[config.mk]
export PLATFORM = sky130hd
export DESIGN_NAME = sdc_multi_blk_rd_seq
export DESIGN_NICKNAME = d
export VERILOG_FILES = /design/src/rtl/sdc_multi_blk_rd_seq.sv
export SDC_FILE = /design/constraint.sdc
export NUM_CORES = 1
export LEC_CHECK = 0
export BUFFER_PORTS_ARGS = -buffer_cell sky130_fd_sc_hd__buf_4
export CAP_MARGIN = 15
export CORE_ASPECT_RATIO = 0.75
export CORE_UTILIZATION = 57
export CTS_BUF_LIST = sky130_fd_sc_hd__clkbuf_2
export DETAILED_ROUTE_END_ITERATION = 6
export MAX_ROUTING_LAYER = met4
export PLACE_DENSITY = 0.88
export RECOVER_POWER = 50
export REMOVE_ABC_BUFFERS = 1
export SYNTH_ARGS = -nofsm -noshare
export SYNTH_HDL_FRONTEND = slang
export SYNTH_SLANG_ARGS = --single-unit
[constraint.sdc]
create_clock -name sdc_clk -period 6.6 [get_ports sdc_clk]
set_clock_uncertainty 0.2 [all_clocks]
set_input_delay 0.99 -clock sdc_clk [delete_from_list [all_inputs] [get_ports sdc_clk]]
set_output_delay 0.99 -clock sdc_clk [all_outputs]
set_load 0.005 [all_outputs]
[src/rtl/sdc_multi_blk_rd_seq.sv]
// sdc_multi_blk_rd_seq: sequences the single-block read datapath through an N-block SD read,
// writing each 64-bit word to BRAM and checking every block's CRC16 under start/CRC timeouts.
module sdc_multi_blk_rd_seq #(
    parameter int          AW       = 9,
    parameter int          BCW      = 8,
    parameter logic [15:0] TOUT     = 16'd4096,
    parameter logic [5:0]  CRC_TOUT = 6'd32
) (
    input  logic           sdc_clk,
    input  logic           reset,
    input  logic           rd_start,
    input  logic [BCW-1:0] blk_num,
    input  logic [AW-1:0]  base_addr,
    input  logic           wrd_rdy_strb,
    input  logic [63:0]    dat_wrd,
    input  logic           crc_rdy_strb,
    input  logic [15:0]    crc_16,
    input  logic [15:0]    crc_calc,
    output logic           adma_end,
    output logic           bram_we,
    output logic [AW-1:0]  bram_addr,
    output logic [63:0]    bram_din,
    output logic           busy,
    output logic           done_strb,
    output logic           err_strb,
    output logic [1:0]     err_code,
    output logic [BCW-1:0] blks_done
);
    typedef enum logic [6:0] {
        IDLE     = 7'b0000001,
        ARM      = 7'b0000010,
        RD_WRDS  = 7'b0000100,
        WAIT_CRC = 7'b0001000,
        CHECK    = 7'b0010000,
        DONE     = 7'b0100000,
        ERR      = 7'b1000000
    } state_t;

    state_t         state_q, state_d;
    logic [AW-1:0]  addr_q, addr_d, bram_addr_q, bram_addr_d;
    logic [BCW-1:0] rem_q, rem_d, blks_q, blks_d;
    logic [1:0]     code_q, code_d;
    logic [15:0]    timer_q, timer_d;
    logic [6:0]     wcnt_q, wcnt_d;
    logic           crc_ok_q, crc_ok_d, we_q, we_d, done_q, err_q;
    logic [63:0]    din_q, din_d;

    always_comb begin
        state_d     = state_q;
        addr_d      = addr_q;
        rem_d       = rem_q;
        blks_d      = blks_q;
        code_d      = code_q;
        wcnt_d      = wcnt_q;
        crc_ok_d    = crc_ok_q;
        we_d        = 1'b0;
        din_d       = din_q;
        bram_addr_d = bram_addr_q;
        case (state_q)
            IDLE: if (rd_start) begin
                addr_d  = base_addr;
                rem_d   = blk_num;
                blks_d  = '0;
                code_d  = 2'b00;
                state_d = (blk_num == '0) ? DONE : ARM;
            end
            ARM: if (wrd_rdy_strb) begin
                wcnt_d  = 7'd1;
                state_d = RD_WRDS;
            end else if (timer_q == TOUT - 16'd1) begin
                code_d  = 2'b01;
                state_d = ERR;
            end
            RD_WRDS: if (wrd_rdy_strb) begin
                wcnt_d  = wcnt_q + 7'd1;
                state_d = (wcnt_q == 7'd63) ? WAIT_CRC : RD_WRDS;
            end
            // a CRC strobe arriving on the timeout cycle still counts
            WAIT_CRC: if (crc_rdy_strb) begin
                crc_ok_d = (crc_16 == crc_calc);
                state_d  = CHECK;
            end else if (timer_q == 16'(CRC_TOUT) - 16'd1) begin
                code_d  = 2'b10;
                state_d = ERR;
            end
            CHECK: if (crc_ok_q) begin
                blks_d  = blks_q + BCW'(1);
                rem_d   = rem_q - BCW'(1);
                state_d = (rem_q == BCW'(1)) ? DONE : ARM;
            end else begin
                code_d  = 2'b11;
                state_d = ERR;
            end
            default: state_d = IDLE;
        endcase
        if (wrd_rdy_strb && (state_q == ARM || state_q == RD_WRDS)) begin
            we_d        = 1'b1;
            din_d       = dat_wrd;
            bram_addr_d = addr_q;
            addr_d      = addr_q + AW'(1);
        end
        timer_d = (state_d != state_q || state_q == IDLE) ? 16'd0 : timer_q + 16'd1;
    end

    always_ff @(posedge sdc_clk or negedge reset) begin
        if (!reset) begin
            state_q     <= IDLE;
            addr_q      <= '0;
            bram_addr_q <= '0;
            rem_q       <= '0;
            blks_q      <= '0;
            code_q      <= 2'b00;
            timer_q     <= 16'd0;
            wcnt_q      <= 7'd0;
            crc_ok_q    <= 1'b0;
            we_q        <= 1'b0;
            din_q       <= 64'd0;
            done_q      <= 1'b0;
            err_q       <= 1'b0;
        end else begin
            state_q     <= state_d;
            addr_q      <= addr_d;
            bram_addr_q <= bram_addr_d;
            rem_q       <= rem_d;
            blks_q      <= blks_d;
            code_q      <= code_d;
            timer_q     <= timer_d;
            wcnt_q      <= wcnt_d;
            crc_ok_q    <= crc_ok_d;
            we_q        <= we_d;
            din_q       <= din_d;
            done_q      <= (state_q == DONE);
            err_q       <= (state_q == ERR);
        end
    end

    // datapath only runs while a block is armed or in flight
    assign adma_end  = !(state_q == ARM || state_q == RD_WRDS || state_q == WAIT_CRC);
    assign busy      = (state_q != IDLE);
    assign bram_we   = we_q;
    assign bram_addr = bram_addr_q;
    assign bram_din  = din_q;
    assign done_strb = done_q;
    assign err_strb  = err_q;
    assign err_code  = code_q;
    assign blks_done = blks_q;
endmodule
==> flow_summary.json, run 1 <==
{
  "status": "finished with violations",
  "violations": "max-capacitance violations, max-slew violations",
  "dieArea_um2": 11700,
  "num_rows": 33,
  "synth_warnings": 0,
  "drc": 0,
  "hold_class": "primary input to flip-flop",
  "ys.flop_type": "dfrtp_1",
  "synthesis.area_um2": 6400,
  "cp_num_cells": 4,
  "slowest_stage": "nor3_1",
  "clock_sinks": 134,
  "setup_violations": 0,
  "drive_gt1_share_pct": 29.1,
  "num_antenna_cells": 0,
  "die_w_um": 124,
  "io_pins": 206,
  "peakVddDrop_v": 0.000198,
  "reg2reg_to": "timer_q[4]",
  "slew-limit-headroom_pct": -109,
  "cp_max_fo": 12,
  "r2r_slack_ps": 3020,
  "critPathKind": "flip-flop to output port",
  "die_h_um": 93.8,
  "viasPerCell": 5.65,
  "gr-total-overflow": 0,
  "grt_usage_pct": 30.3,
  "cts_tree": "yes",
  "max_slew.worst_pin.slew_ps": 3130,
  "syn_inst": 689,
  "arrival_ps": 2770,
  "pre_cts_ws_ps": 3270,
  "power_mw": 2.98,
  "cts_setup_buffers": 0,
  "syn_area_per_cell_um2": 9.29,
  "power_density_nw_per_um2": 362,
  "crit_required_ps": 5410,
  "setup_slack_ps": 2640,
  "crit_end": "adma_end",
  "drt_iter0_drc": 629,
  "hold_viol": 0,
  "num_vias": 5857,
  "period_share_pct": 60.1,
  "max_clock_freq_mhz": 252,
  "detail_route.wl_per_cell_um": 16.3,
  "finalCriticalPeriod_ps": 3960,
  "cp-start-kind": "flip-flop",
  "io_buffers": 205,
  "layout_common_cells": "nand2_1, buf_4, dfrtp_1",
  "power.leakage_nw": 4.16,
  "slew_viol_final": 62,
  "grt_pass1_wl_um": 27300,
  "crit_path_end_kind": "output port",
  "dpl.hpwl_um": 12000,
  "ys_ff_latch": 134,
  "final_common_cell": "nand2_1",
  "clock_latency_ps": 750,
  "cts_resized": 0,
  "antenna_found_initial": 0,
  "fin_setup_tns_ps": 0,
  "grt_max_degree": 92,
  "synth_edf_count": 0,
  "synth_cell_type_count": 64,
  "numCtsBuffers": 17,
  "gp_congestion": 0.884,
  "cts_htree_levels": 4,
  "critPathLaunch": "state_q[4]",
  "crit_family": "simple AND/OR/NAND/NOR gates",
  "start_util_pct": 58.5,
  "critical_path.cell_chain": "nor3_1, o211ai_1, or2_2, buf_4",
  "clockBufferDepth": 2,
  "coreArea_um2": 10900,
  "rsz0062_at_grt": "no",
  "synthArstFlopShare_pct": 100,
  "synthToLayoutAreaGrowth_pct": 28.7,
  "synth_seq_area_share_pct": 52.4,
  "ant_nets": 0,
  "drv_cap": 1,
  "nNetsFinal": 1008,
  "r2r-start": "state_q[1]",
  "drt_pass1_iterations": 6,
  "grt_pass1_vias": 5609,
  "clkTransAtPathRegs_ps": 240,
  "routed_wl_um": 16900,
  "ctsHoldBuffers": 0,
  "worst-path-buf-inv": 1,
  "max_stage_delay_ps": 680,
  "ff2ff_path_depth": 5,
  "clockRootBuffer": "clkbuf_2"
}
[tightest hold or removal path, stage by stage]
cell     delay (ps)
buf_4            80
nand2_1          40
nand2_1          40
[synthesized netlist by cell type, types with 11 or more instances]
master	n	area, um^2
nor4_1	11	68.8
o21ai_0	20	100
buf_2	14	70.1
a21oi_1	11	55.1
nor3_1	16	80.1
dfrtp_1	133	3330
nand2_1	243	912
nand3_1	21	105
clkbuf_1	14	52.6
nand4_1	15	93.8
xnor2_1	26	228
xor2_1	15	131
nor2_1	34	128
[stage by stage]
stage	cell area (um^2)	util [%]	hold slack (ps)	std cells
floorplan	6220	-	251	656
global placement	7980	72.9	261	1005
detailed placement	7980	72.9	264	1005
CTS	8270	75.6	62.7	1037
global route	8230	75.2	162	1037
finish	8230	75.2	212	1037
[how the worst min path moves through the flow]
| stage | start | cells after the start | endpoint | slack, ps |
|---|---|---|---|---|
| 2_1_floorplan | addr_q[8] | 2 | bram_addr[8] | 250 |
| 3_3_place_gp | bram_din[34] | 2 | bram_din[34] | 260 |
| 3_5_place_dp | bram_din[15] | 2 | bram_din[15] | 260 |
| 4_1_cts | reset | 1 | blks_done[5] | 60 |
| 5_1_grt | dat_wrd[61] | 3 | bram_din[61] | 160 |
| 6_report | dat_wrd[57] | 3 | bram_din[57] | 210 |
[where the power goes]
part / internal, mW / switching (mW)
Sequential: 1.09 / 0.211
Combinational: 0.516 / 0.571
Clock: 0.231 / 0.358
Total: 1.84 / 1.14
[kinds of logic after synthesis]
kind of cell	Yosys count	share of synthesized area (%)
simple gates	394	29.5
flops	134	52.4
compound gates	69	7.74
buf+inv	44	3.36
xor+xnor	41	5.61
fa+ha+maj	6	1.17
mux	1	0.176
[cell type report]
class                   instances  area (um^2)
flip-flops and latches        134         3350
multi-input cells             511         2810
fillers                       775         2710
repair buffers                209         1560
clock inverters                15          206
well taps                     140          175
clock buffers                  17         85.1
inverters                      11         41.3
[layer usage]
layer  up-vias  part of all wire, %  wire length, um  global-route usage [%]
met1      2828                   42             7140                    38.9
met2       248                   49             8320                    47.5
li1       2730                    -                -                       -
met4         0                  3.1              532                    12.0
met3        51                  5.5              928                    6.66
met5         -                    0                0                       -
[sequential cells by signal, indices dropped and copies added (netlist names)]
| signal | cells |
|---|---|
| blks_done | 8 |
| done_strb | 1 |
| err_strb | 1 |
| bram_din | 64 |
| bram_addr | 9 |
| state_q | 7 |
| rem_q | 8 |
| addr_q | 9 |
| err_code | 2 |
| timer_q | 16 |
| crc_ok_q | 1 |
| wcnt_q | 7 |
| bram_we | 1 |
Note: power is estimated with default switching activity, not from simulation.
==> inputs of run 2 (changes only) <==
--- a/config.mk
+++ b/config.mk
@@ -8,11 +8,11 @@
 export BUFFER_PORTS_ARGS = -buffer_cell sky130_fd_sc_hd__buf_4
 export CAP_MARGIN = 15
 export CORE_ASPECT_RATIO = 0.75
-export CORE_UTILIZATION = 57
+export CORE_UTILIZATION = 53
 export CTS_BUF_LIST = sky130_fd_sc_hd__clkbuf_2
 export DETAILED_ROUTE_END_ITERATION = 6
 export MAX_ROUTING_LAYER = met4
-export PLACE_DENSITY = 0.88
+export PLACE_DENSITY = 0.83
 export RECOVER_POWER = 50
 export REMOVE_ABC_BUFFERS = 1
 export SYNTH_ARGS = -nofsm -noshare
==> constraint.sdc (replaced) <==
create_clock -name sdc_clk -period 3.8 [get_ports sdc_clk]
set_clock_uncertainty 0.2 [all_clocks]
set_input_delay 0.57 -clock sdc_clk [delete_from_list [all_inputs] [get_ports sdc_clk]]
set_output_delay 0.57 -clock sdc_clk [all_outputs]
set_load 0.005 [all_outputs]
==> run 2 against run 1 <==
The flow still finishes with violations (max-capacitance violations, max-slew violations). Hold slack got worse by 93 ps. Sequential power rose by 76%. Register-to-register slack got worse by 2400 ps. Setup slack got worse by 2200 ps. Die area rose by 7.4%. Via count rose by 7.9%. Combinational power rose by 83%. Non-clock buffer count rose by 86. Global-route usage rose by 2.6 points. Clock-buffer cell count did not move. Core utilization rose by 2.4 points. Critical path depth did not move.
==> flow_summary.json, run 2 (synthesis gave the netlist of run 1 again) <==
{
  "status": "finished with violations",
  "violations": "max-capacitance violations, max-slew violations",
  "drv_cap": 1,
  "dpl.hpwl_um": 11500,
  "clock_sinks": 134,
  "gr-total-overflow": 0,
  "cts_tree": "yes",
  "start_util_pct": 54.9,
  "cts_htree_levels": 4,
  "num_vias": 6317,
  "die_h_um": 97.1,
  "routed_wl_um": 19300,
  "numCtsBuffers": 17,
  "critPathKind": "flip-flop to output port",
  "ant_nets": 0,
  "drt_pass1_iterations": 5,
  "drive_gt1_share_pct": 26.4,
  "drt_iter0_drc": 554,
  "hold_class": "primary input to flip-flop",
  "cts_setup_buffers": 0,
  "clock_latency_ps": 700,
  "antenna_found_initial": 0,
  "viasPerCell": 5.52,
  "io_pins": 206,
  "grt_pass1_wl_um": 31400,
  "setup_violations": 0,
  "power_density_nw_per_um2": 573,
  "peakVddDrop_v": 0.000432,
  "layout_common_cells": "nand2_1, buf_4, dfrtp_1",
  "arrival_ps": 2590,
  "ctsHoldBuffers": 84,
  "gp_congestion": 0.934,
  "drc": 0,
  "num_antenna_cells": 0,
  "coreArea_um2": 11700,
  "cts_resized": 0,
  "grt_usage_pct": 33.0,
  "slew-limit-headroom_pct": -13.3,
  "dieArea_um2": 12500,
  "power.leakage_nw": 4.47,
  "place_area_um2": 8030,
  "num_rows": 34,
  "cp-start-kind": "flip-flop",
  "hold_viol": 0,
  "slew_viol_final": 70,
  "synthToLayoutAreaGrowth_pct": 41.4,
  "rsz0062_at_grt": "no",
  "stdcell_area_um2": 9050,
  "cp_max_fo": 12,
  "io_buffers": 205,
  "period_share_pct": 88.5,
  "max_clock_freq_mhz": 298,
  "max_slew.worst_pin.slew_ps": 1700,
  "largest_reg_flops": 64,
  "power_mw": 5.18,
  "clockBufferDepth": 2,
  "detail_route.wl_per_cell_um": 16.9,
  "finalCriticalPeriod_ps": 3360,
  "clkTransAtPathRegs_ps": 240,
  "grt_pass1_vias": 6663,
  "clockRootBuffer": "clkbuf_2",
  "nNetsFinal": 1094,
  "die_w_um": 129,
  "crit_required_ps": 3030,
  "grt_max_degree": 91,
  "final_common_cell": "nand2_1",
  "crit_path_end_kind": "output port"
}
## run 2: cell count changes in the layout (fill, tap and decap cells not counted), moves of 2 or more
cell / delta
dlygate4sd3_1: +84
buf_4: -20
clkbuf_4: +15
clkbuf_1: +5
inv_6: +3
bufinv_16: -2
clkbuf_2: +2
inv_8: -2
## run 2: per-stage QoR
stage	setup WS [ps]	hold WS (ps)	utilization, %	cells	setup TNS (ps)
finish	439	119	77.6	1145	0
global placement	1250	258	68.9	1029	0
global route	324	123	77.6	1145	0
detailed placement	999	263	68.9	1029	0
floorplan	-333	74.4	-	656	-2460
CTS	710	80.8	78.2	1145	0
## run 2: path summary, 6_finish.rpt
kind	from	end	slack, ps	depth (start not counted)
worst max-delay path	state_q[4]	adma_end	440	4
worst min-delay path	blk_num[6]	rem_q[6]	120	4
worst max register to register	state_q[1]	timer_q[3]	610	5
worst min register to register	bram_din[39]	bram_din[39]	300	2
max in group asynchronous	reset	rem_q[6]	860	3
min in group asynchronous	reset	bram_din[11]	600	2
## run 2: worst max-delay path, cell delays in order (launching register included)
cell and delay [ps]:
dfrtp_1 580, nor3_1 540, o211ai_1 290, or2_2 340, buf_4 140
## run 2: final cells by class
cell class                      count  area (um^2)
Inverter                           11         41.3
Sequential cell                   134         3350
Clock inverter                     15          158
Timing Repair Buffer              295         2390
Tap cell                          162          203
Fill cell                         720         2610
Multi-Input combinational cell    511         2820
Clock buffer                       17         85.1
## run 2: power breakdown
group          total [mW]  switching, mW  internal [mW]
clock               0.904          0.636          0.268
sequential           2.29          0.392           1.90
combinational        1.99           1.05          0.933
## run 2: layer usage
metal	share of wire, %	vias to the layer above	wire, um	GRT usage (%)
met3	5.7	74	1100	4.96
met5	0	-	0	-
met4	4.5	0	873	18.1
met2	52	299	9990	55.8
met1	38	3051	7350	37.6
li1	-	2893	-	-
